===== config.mk =====
export PLATFORM = sky130hd
export DESIGN_NAME = sfifo_param
export DESIGN_NICKNAME = d
export VERILOG_FILES = /design/src/rtl/sfifo_param.sv
export SDC_FILE = /design/constraint.sdc
export NUM_CORES = 1
export LEC_CHECK = 0
export BUFFER_PORTS_ARGS = -buffer_cell sky130_fd_sc_hd__buf_4
export CORE_ASPECT_RATIO = 1.4
export CORE_MARGIN = 1
export CORE_UTILIZATION = 25
export CTS_BUF_LIST = sky130_fd_sc_hd__clkbuf_16
export CTS_CLUSTER_DIAMETER = 150
export DETAILED_ROUTE_END_ITERATION = 6
export GPL_TIMING_DRIVEN = 1
export PLACE_DENSITY = 0.5
export SYNTH_ARGS = -nofsm -noshare
export SYNTH_HDL_FRONTEND = slang
export SYNTH_SLANG_ARGS = --single-unit

===== constraint.sdc =====
create_clock -name clk -period 3.1 [get_ports clk]
set_clock_uncertainty 0.05 [all_clocks]
set_input_delay 0 -clock clk [delete_from_list [all_inputs] [get_ports clk]]
set_output_delay 0 -clock clk [all_outputs]
set_load 0.01 [all_outputs]

===== src/rtl/sfifo_param.sv =====
// sfifo_param: parametrised single-clock FIFO with level flags,
// sticky error flags, flush and optional first-word-fall-through.
module sfifo_param #(
  parameter int DATA_WIDTH = 32,
  parameter int ADDR_WIDTH = 4,
  parameter int AF_THRESH  = (1 << ADDR_WIDTH) - 2,
  parameter int AE_THRESH  = 2,
  parameter bit FWFT       = 1'b0
) (
  input  logic                  clk,
  input  logic                  rst,
  input  logic                  flush,
  input  logic                  wr_en,
  input  logic [DATA_WIDTH-1:0] data_in,
  input  logic                  rd_en,
  output logic [DATA_WIDTH-1:0] data_out,
  output logic                  empty,
  output logic                  full,
  output logic                  almost_full,
  output logic                  almost_empty,
  output logic [ADDR_WIDTH:0]   fill_count,
  output logic                  overflow,
  output logic                  underflow,
  input  logic                  clr_err
);

  localparam int DEPTH = 1 << ADDR_WIDTH;

  typedef logic [ADDR_WIDTH:0]   cnt_t;
  typedef logic [ADDR_WIDTH-1:0] ptr_t;
  typedef logic [DATA_WIDTH-1:0] word_t;

  localparam cnt_t DEPTH_W = cnt_t'(DEPTH);
  localparam cnt_t AF_W    = cnt_t'(AF_THRESH);
  localparam cnt_t AE_W    = cnt_t'(AE_THRESH);

  word_t mem [DEPTH];
  word_t ram_q;

  ptr_t  wr_ptr_q, wr_ptr_d;
  ptr_t  rd_ptr_q, rd_ptr_d;
  cnt_t  fill_q, fill_d;
  cnt_t  ram_cnt_q, ram_cnt_d;
  logic  mid_v_q, mid_v_d;
  logic  ov_q, ov_d;
  word_t dout_q, dout_d;
  logic  ovf_q, ovf_d;
  logic  unf_q, unf_d;

  logic wr_acc, rd_acc;
  logic out_free, mid_mv, mid_free;
  logic ram_rd, mem_we, ram_re;

  assign full  = (fill_q == DEPTH_W);
  assign empty = FWFT ? ~ov_q : (fill_q == '0);

  assign almost_full  = (fill_q >= AF_W);
  assign almost_empty = (fill_q <= AE_W);
  assign fill_count   = fill_q;
  assign overflow     = ovf_q;
  assign underflow    = unf_q;
  assign data_out     = FWFT ? dout_q : ram_q;

  // next-state for pointers, counts, output stage and error flags
  always_comb begin
    wr_acc   = wr_en & ~full;
    rd_acc   = rd_en & ~empty;
    out_free = 1'b0;
    mid_mv   = 1'b0;
    mid_free = 1'b0;
    ram_rd   = rd_acc;
    if (FWFT) begin
      out_free = ~ov_q | rd_acc;
      mid_mv   = mid_v_q & out_free;
      mid_free = ~mid_v_q | mid_mv;
      ram_rd   = (ram_cnt_q != '0) & mid_free;
    end

    wr_ptr_d  = wr_ptr_q;
    rd_ptr_d  = rd_ptr_q;
    fill_d    = fill_q;
    ram_cnt_d = ram_cnt_q;
    mid_v_d   = mid_v_q;
    ov_d      = ov_q;
    dout_d    = dout_q;
    ovf_d     = ovf_q;
    unf_d     = unf_q;
    mem_we    = 1'b0;
    ram_re    = 1'b0;

    if (flush) begin
      wr_ptr_d  = '0;
      rd_ptr_d  = '0;
      fill_d    = '0;
      ram_cnt_d = '0;
      mid_v_d   = 1'b0;
      ov_d      = 1'b0;
    end else begin
      mem_we = wr_acc & ~rst;
      ram_re = ram_rd & ~rst;
      if (wr_acc) wr_ptr_d = wr_ptr_q + 1'b1;
      if (ram_rd) rd_ptr_d = rd_ptr_q + 1'b1;

      case ({wr_acc, rd_acc})
        2'b10:   fill_d = fill_q + 1'b1;
        2'b01:   fill_d = fill_q - 1'b1;
        default: fill_d = fill_q;
      endcase

      case ({wr_acc, ram_rd})
        2'b10:   ram_cnt_d = ram_cnt_q + 1'b1;
        2'b01:   ram_cnt_d = ram_cnt_q - 1'b1;
        default: ram_cnt_d = ram_cnt_q;
      endcase

      if (FWFT) begin
        mid_v_d = ram_rd | (mid_v_q & ~mid_mv);
        ov_d    = mid_mv | (ov_q & ~rd_acc);
        if (mid_mv) dout_d = ram_q;
      end

      ovf_d = (ovf_q & ~clr_err) | (wr_en & full);
      unf_d = (unf_q & ~clr_err) | (rd_en & empty);
    end
  end

  // control state registers with synchronous reset
  always_ff @(posedge clk) begin
    if (rst) begin
      wr_ptr_q  <= '0;
      rd_ptr_q  <= '0;
      fill_q    <= '0;
      ram_cnt_q <= '0;
      mid_v_q   <= 1'b0;
      ov_q      <= 1'b0;
      dout_q    <= '0;
      ovf_q     <= 1'b0;
      unf_q     <= 1'b0;
    end else begin
      wr_ptr_q  <= wr_ptr_d;
      rd_ptr_q  <= rd_ptr_d;
      fill_q    <= fill_d;
      ram_cnt_q <= ram_cnt_d;
      mid_v_q   <= mid_v_d;
      ov_q      <= ov_d;
      dout_q    <= dout_d;
      ovf_q     <= ovf_d;
      unf_q     <= unf_d;
    end
  end

  // RAM write port
  always_ff @(posedge clk) begin
    if (mem_we) mem[wr_ptr_q] <= data_in;
  end

  // RAM synchronous read port; doubles as data_out in standard mode
  always_ff @(posedge clk) begin
    if (rst) ram_q <= '0;
    else if (ram_re) ram_q <= mem[rd_ptr_q];
  end

endmodule

==> results.txt, run 1 <==
- After detailed routing, the number of remaining DRC violations is 0.
* 1st-iter DRT viols: 614
- In the routed layout, each cell is associated on average with a via count of 4.403.
* Sequential element share of the synthesized area: 76.45%
* TritonCTS Buffers: 52
- Initial antenna violation count: 3
- HPWL reported at the end of detailed placement: 28,490 um
- Critical path data arrival time: 3.24 ns
- The post-route netlist has 29.23% of its cells at a drive strength greater than 1.
- Count of distinct cell types in the synthesized netlist: 37
* Root Buffer: clkbuf_16
* Fraction of post-synthesis cell area in the top cell type by area: 72.04%
* Total of cells resized after clock tree synthesis: 0
- Worst relative slew slack: 62.61%
- The later pin in the worst-skew pair is clocked with a latency of 0.60 ns.
* Post-synthesis cell count: 1,008
- Number of H-tree branching levels: 2
- The worst register-to-register path has a depth of 10.
* Total overflow reported by the global router: 0
* Via count of the first global-routing pass: 10.96k
- Across the whole layout, storage elements account for 16,330 um2.
- The core region is 84,340 um2.
* Number of search-and-repair iterations in the first detailed-routing pass: 5
- Setup violations remaining at the end of the flow were counted as 0.
- IR analysis of the VDD net gives a maximum drop of 0.0003750 V.
* Area Growth Syn to Fin: 20.91%
- In this run the mean area of a mapped cell was 21.17 um2.
- Top cells by area, synth: edfxtp_1 (72%), mux4_2 (14%), dfxtp_1 (4.4%), mux2i_1 (3.1%), nor2_1 (1.7%)
* Final Power: 15,260 uW
* Global-route total usage across every layer: 11.86%
- In this run the remaining antenna-violating nets after routing total 0.
- The die is 347.7 um tall.
- Maximum operating frequency: 0.3634 GHz
* DIE WIDTH: 248.9 um
- Num Clock Sinks: 559
* Fin Setup TNS: 0 ns
- After detailed routing, the total wire length is 51,190 um.
- Buffers added to address setup during post-CTS repair amount to 0.
- TritonCTS built the clock tree.
- WL per Instance: 22.19 um
- The die covers 86,560 um2.
* Crit path required time: 3.59 ns
* Net count of the mapped netlist: 1,055
* Multi-input gate area: 4828 um2
- Ys Warns: 0
* Global-route wire length before repair: 75,260 um
- The critical path is of the flop to flop type.
- After the last flow step, the layout net total stands at 1,221.
- The flow ran to the end, and the final reports show no timing, DRC or antenna violations.
* Filler cell count: 8,081
* Tcrit/Tclk final: 88.76%
* Unrepaired setup endpoints after global routing: no
* Largest driver fanout on the critical path: 8
* Element type at the critical path start: flop
- Count of state elements after synthesis: 559
* Class of the tightest hold or removal check: input pin to flop
- Max Slew Vio Count: 0
* Cell area after technology mapping: 21,340 um2
- After clock tree synthesis, the clock-pin slew on the worst setup and hold paths is 0.07 ns.
* Maximum number of pins on one net before global-route repair: 49
* Initial Utilization: 25.30%
- Pin slew with the least headroom to its limit: 0.5588 ns
* Hold Violations, Final: 0
- The congestion estimate from routability-driven global placement came to 0.6858.
- In this run the static leakage power is 0.008211 uW.
- Std-Cell Rows: 126
- Core Util, Final: 30.59%
* Overall via count from detail_route: 10.16k
* Post-layout minimum cycle time: 2.751 ns
- Pwr/cell area: 591.4 nW/um2
* Worst Hold Depth: 3
- The worst setup path is captured at a flop.
- Across the run, the number of max-cap violations was 0.
- 81 I/O pins were placed.
- Input and output buffers added on the ports amount to 80.
- Clock Tree Buf Depth: 3
- The synthesized design spends more area on one cell type than any other, namely edfxtp_1.
layout make-up:
cell class | instances | area share (%)
Sequential cell | 559 | 63.27
Multi-Input combinational cell | 390 | 18.71
Timing Repair Buffer | 164 | 5.916
Tap cell | 1088 | 5.276
Clock buffer | 53 | 5.140
Clock inverter | 45 | 1.571
Inverter | 7 | 0.1018
Antenna cell | 1 | 0.009698
flip-flops by register name, summed over array words and instances, names as in the netlist:
| signal | flops |
|---|---|
| data_out | 32 |
| fill_count | 5 |
| mem | 512 |
| overflow | 1 |
| rd_ptr_q | 4 |
| underflow | 1 |
| wr_ptr_q | 4 |
worst max-delay path, stage by stage (launching register included):
cell and delay [ns]:
dfxtp_1 0.40, nor4_4 0.43, a21boi_2 0.21, ha_1 0.25
buf_4 0.17, ha_1 0.32, o21ai_0 0.11, o22ai_1 0.17
a211oi_1 0.10, or3_1 0.33, a21oi_1 0.14
synthesized netlist by cell type, drive strengths merged:
library cell,instances
or2,1
o22ai,2
a21boi,2
mux2i,66
a211o,33
mux4,128
xor2,7
a31oi,1
nor4,1
or3,3
a21oi,5
dfxtp,47
nand2b,2
a2111oi,1
ha,9
inv,7
nand4,2
xnor2,2
nand3,5
a32oi,2
nor2b,1
o21ai,3
nor2,96
nand3b,1
a211oi,1
buf,39
nand4b,1
a22oi,1
edfxtp,512
clkbuf,13
or4,1
nand2,12
a21o,1
cells by family after synthesis:
kind of cell    synth area share, %
simple gates                  2.515
buf+inv                       1.571
xor+xnor                     0.3694
compound gates                1.964
mux                           16.60
fa+ha+maj                    0.5277
flops                         76.45
routing by layer:
metal	vias up	routed length, um	global-route usage (%)
li1	4461	-	-
met1	5421	21830	15.10
met2	202	26110	20.73
met3	70	2140	1.862
met4	4	1077	3.359
met5	-	23	0
power breakdown:
part,leakage (uW),switching (uW),internal (uW)
logic,0.00234,262,209
clock network,0.000885,2820,3700
registers,0.00499,24.0,8250
what timing repair did:
item / 4_1_cts / 5_1_grt
endpoints found under the setup margin: 0 / 0
hold endpoints to repair: 527 / 0
hold buffers: 38 / 0
placed cells by master, fill, tap and decap left out, drive strengths merged:
cell type    instances
dfxtp               47
mux2i               66
o22ai                2
nand4b               1
a211o               33
nand2               12
inv                 25
a21oi                5
clkbuf              53
clkinvlp             5
nor4                 1
or2                  1
a32oi                2
nand3                5
xor2                 7
a2111oi              1
clkinv              15
edfxtp             512
bufinv               7
a21boi               2
nand2b               2
or3                  3
a31oi                1
a211oi               1
diode                1
dlygate4sd3         38
mux4               128
xnor2                2
or4                  1
a22oi                1
o21ai                3
buf                126
nand3b               1
ha                   9
nor2                96
nand4                2
nor2b                1
a21o                 1
per-stage QoR:
step	hold WS (ns)	setup WS, ns	cell area, um2	instances
2_1_floorplan	0.02238	0.1117	21340	1008
4_1_cts	0.06696	0.3486	25800	2306
3_5_place_dp	0.1691	0.3765	23690	2170
5_1_grt	0.1128	0.1164	25800	2307
3_3_place_gp	0.1648	0.3909	23690	2170
6_report	0.09942	0.3486	25800	2307
final timing paths:
| kind | startpoint | endpoint | slack, ns |
|---|---|---|---|
| setup reg to reg | fill_count[0] | fill_count[4] | 0.35 |
| hold / removal | rst | overflow | 0.1 |
| hold reg to reg | data_out[17] | data_out[17] | 0.42 |
| setup / recovery | fill_count[0] | fill_count[4] | 0.35 |
Note: power is estimated with default switching activity, not from simulation.
==> run 2, diff against run 1 <==
--- a/config.mk
+++ b/config.mk
@@ -7,13 +7,12 @@
 export LEC_CHECK = 0
 export BUFFER_PORTS_ARGS = -buffer_cell sky130_fd_sc_hd__buf_4
 export CORE_ASPECT_RATIO = 1.4
-export CORE_MARGIN = 1
-export CORE_UTILIZATION = 25
+export CORE_UTILIZATION = 55
 export CTS_BUF_LIST = sky130_fd_sc_hd__clkbuf_16
 export CTS_CLUSTER_DIAMETER = 150
 export DETAILED_ROUTE_END_ITERATION = 6
 export GPL_TIMING_DRIVEN = 1
-export PLACE_DENSITY = 0.5
+export PLACE_DENSITY = 0.85
 export SYNTH_ARGS = -nofsm -noshare
 export SYNTH_HDL_FRONTEND = slang
 export SYNTH_SLANG_ARGS = --single-unit
==> run 2 against run 1 <==
Effect of this change: critical path depth increased by 1; sequential power about the same; flip-flop and latch count unchanged; largest cell class unchanged.
==> results.txt, run 2 (same netlist as run 1, synthesis figures left out) <==
* Status: finished, final reports clean
- Hold Violations, Final: 0 (unchanged)
* Number of search-and-repair iterations in the first detailed-routing pass: 7 (+2)
- The number of I/O pins is 81 (unchanged).
- Num Clock Sinks: 559 (unchanged)
- WL per Instance: 28.53 um (+29%)
- The final standard cell area without fillers is 24,960 um2 (-3.3%).
* Maxcap violations: 0 (unchanged)
- Count of antenna diodes in the layout: 0 (-1)
- Most flops, register: mem
* Max Slew Vio Count: 0 (unchanged)
- Critical path's slowest cell: nor4_4
- The die outline area was 39,610 um2 (-54%).
- The endpoint arrival time on the critical path was 3.40 ns (+0.16 ns).
- Largest driver fanout on the critical path: 9 (+1)
- Final wirelength: 49,110 um (-4.1%)
- Number of H-tree branching levels: 2 (unchanged)
- Vias/cell: 6.291 (+43%)
* Global-route total usage across every layer: 25.50% (+14 points)
- Fin Setup TNS: 0 ns (unchanged)
- Via count of the first global-routing pass: 11.38k (+3.8%)
- Type of the setup path with the least slack: flop to flop
- Pin slew with the least headroom to its limit: 0.6353 ns (+0.07642 ns)
- The post-detailed-route count of antenna-violating nets is 0 (unchanged).
- Kind of cell adding the most delay to the critical path: compound AO/OA/AOI/OAI gates
- Final routed DRC violation total: 0 (unchanged)
- The sum of overflow across all layers after global routing is 0 (unchanged).
* Overall via count from detail_route: 10.83k (+6.6%)
- Worst Slack Setup Final: 0.1542 ns (-0.1943 ns)
- The ratio of final minimum period to clock period was 95.02% (+6.3 points).
* Number of nets in the layout: 1,208 (-1.1%)
* Post-layout minimum cycle time: 2.946 ns (+0.1943 ns)
- Unrepaired setup endpoints after global routing: no
* Number of flip-flops under the largest register name: 512 (unchanged)
- Leading cell type in the layout, fill and taps excluded: edfxtp_1
- Root Buffer: clkbuf_16
- Element type at the critical path start: flop
- Initial Utilization: 55.59% (+30 points)
- The initial antenna violation count is 0 (-3).
* Worst relative slew slack: 57.60% (-5.0 points)
- The static leakage is 0.008089 uW (-1.5%).
* Number of I/O port buffers: 80 (unchanged)
* Core Util, Final: 65.02% (+34 points)
- TritonCTS built the clock tree.
* Class of the tightest hold or removal check: input pin to flop
- The clock buffer count from CTS is 49 (-5.8%).
- The clock slew seen by the registers of the worst setup and hold paths came to 0.07 ns (about the same).
- The required time reported for the critical path endpoint came to 3.55 ns (-0.04 ns).
- The placeable core area came to 38,390 um2 (-54%).
- The ratio of total power to cell area is 588.7 nW/um2 (-0.45%).
- Die span in y: 235.1 um (-32%)
- # setup viols final: 0 (unchanged)
- Cell-by-cell listing of the critical path: nor4_4 > a21boi_2 > inv_1 > ha_2 > xor2_1 > ha_1 > a211o_1 > a21oi_1 > a211oi_1 > or3_1 > a21oi_1
- Area after DPL: 23,030 um2 (-2.8%)
* Std-Cell Rows: 85 (-33%)
* Sequential Area: 16,330 um2 (unchanged)
* Global-route wire length before repair: 72,590 um (-3.5%)
- Worst path buffer plus inverter count: 1 (unchanged)
* Fraction of layout instances using a drive strength above 1: 27.86% (-1.4 points)
- In the layout the commonest cells are edfxtp_1 (512), mux4_2 (128), buf_4 (90), nor2_1 (80), mux2i_1 (66).
* Post-placement worst setup slack: 0.1941 ns (-0.1824 ns)
* Delay of the slowest cell on the worst path: 0.44 ns (about the same)
- Source-to-sink clock delay at the later pin of the worst-skew pair: 0.56 ns (-0.04 ns)
* Maximum number of pins on one net before global-route repair: 42 (-14%)
- DIE WIDTH: 168.5 um (-32%)
- Relative to the synthesized area, the layout overhead comes to 16.97%.
- HPWL reported at the end of detailed placement: 23,890 um (-16%)
* IR Drop Worst-Case VDD: 0.0003798 V (+1.3%)
- Clock Tree Buf Depth: 3 (unchanged)
* Crit-path most repeated cell: a21oi_1
- The violation count after the first detailed-route iteration was 1,172 (+91%).
- Weighted congestion at the end of routability-driven global placement: 0.7357 (+7.3%)
- The final-layout fill cell count came to 2,316 (-71%).
- Multi-input gate area: 4828 um2 (unchanged)
* Capturing element type of the critical path: flop
- Maximum operating frequency: 0.3395 GHz (-6.6%)
==> run 2: changes by cell type in the layout (fill, tap and decap cells not counted), moves of 2 or more <==
cell | before | now
buf_12 | 16 | 26
buf_4 | 110 | 90
bufinv_16 | 7 | 4
clkbuf_16 | 53 | 51
clkinv_1 | 8 | 14
clkinv_2 | 7 | 5
clkinvlp_4 | 5 | 3
inv_1 | 20 | 17
inv_6 | 5 | 2
==> run 2: final cells by class <==
type | count | area share (%)
flip-flops and latches | 559 | 65.41
multi-input cells | 390 | 19.34
repair buffers | 154 | 6.315
clock buffers | 51 | 5.113
well taps | 522 | 2.616
clock inverters | 38 | 1.103
inverters | 7 | 0.1053
==> run 2: timing repair <==
item | 4_1_cts | 5_1_grt
endpoints found under the hold margin | 527 | 0
setup buffers | 0 | 0
resized for setup | 0 | 1
hold buffers | 38 | 0
endpoints found under the setup margin | 0 | 1
==> run 2: final timing paths <==
kind                      start            end  slack [ns]  cells after the start
setup / recovery  fill_count[0]  fill_count[4]        0.15                     11
hold / removal              rst      underflow        0.15                      3
setup reg to reg  fill_count[0]  fill_count[4]        0.15                     11
hold reg to reg    data_out[25]   data_out[25]        0.42                      1
==> run 2: power by group <==
group | switching [uW] | total [uW] | internal, uW
clock network | 2640 | 5950 | 3300
registers | 26.9 | 8270 | 8250
logic | 261 | 475 | 214
total | 2930 | 14700 | 11800
==> run 2: metal layers <==
layer	track usage, %	vias up	routed length (um)
li1	-	4426	-
met1	31.97	5580	17130
met2	43.90	673	25680
met3	4.346	147	4288
met4	10.96	0	2008
met5	0	-	0
==> run 2: tightest hold or removal path, stage by stage <==
cell and delay [ns]:
dlygate4sd3_1 0.53, buf_4 0.14, nor2_1 0.05
==> run 2: per-stage QoR <==
| stage | total power (uW) | hold slack, ns | std cells |
|---|---|---|---|
| after detailed placement | 8860 | 0.1787 | 1594 |
| after global placement | 8834 | 0.1674 | 1594 |
| after global routing | 15050 | 0.1474 | 1721 |
| final | 14700 | 0.1541 | 1721 |
| after CTS | 14750 | 0.1386 | 1721 |
| after floorplan | 8646 | 0.02238 | 1008 |
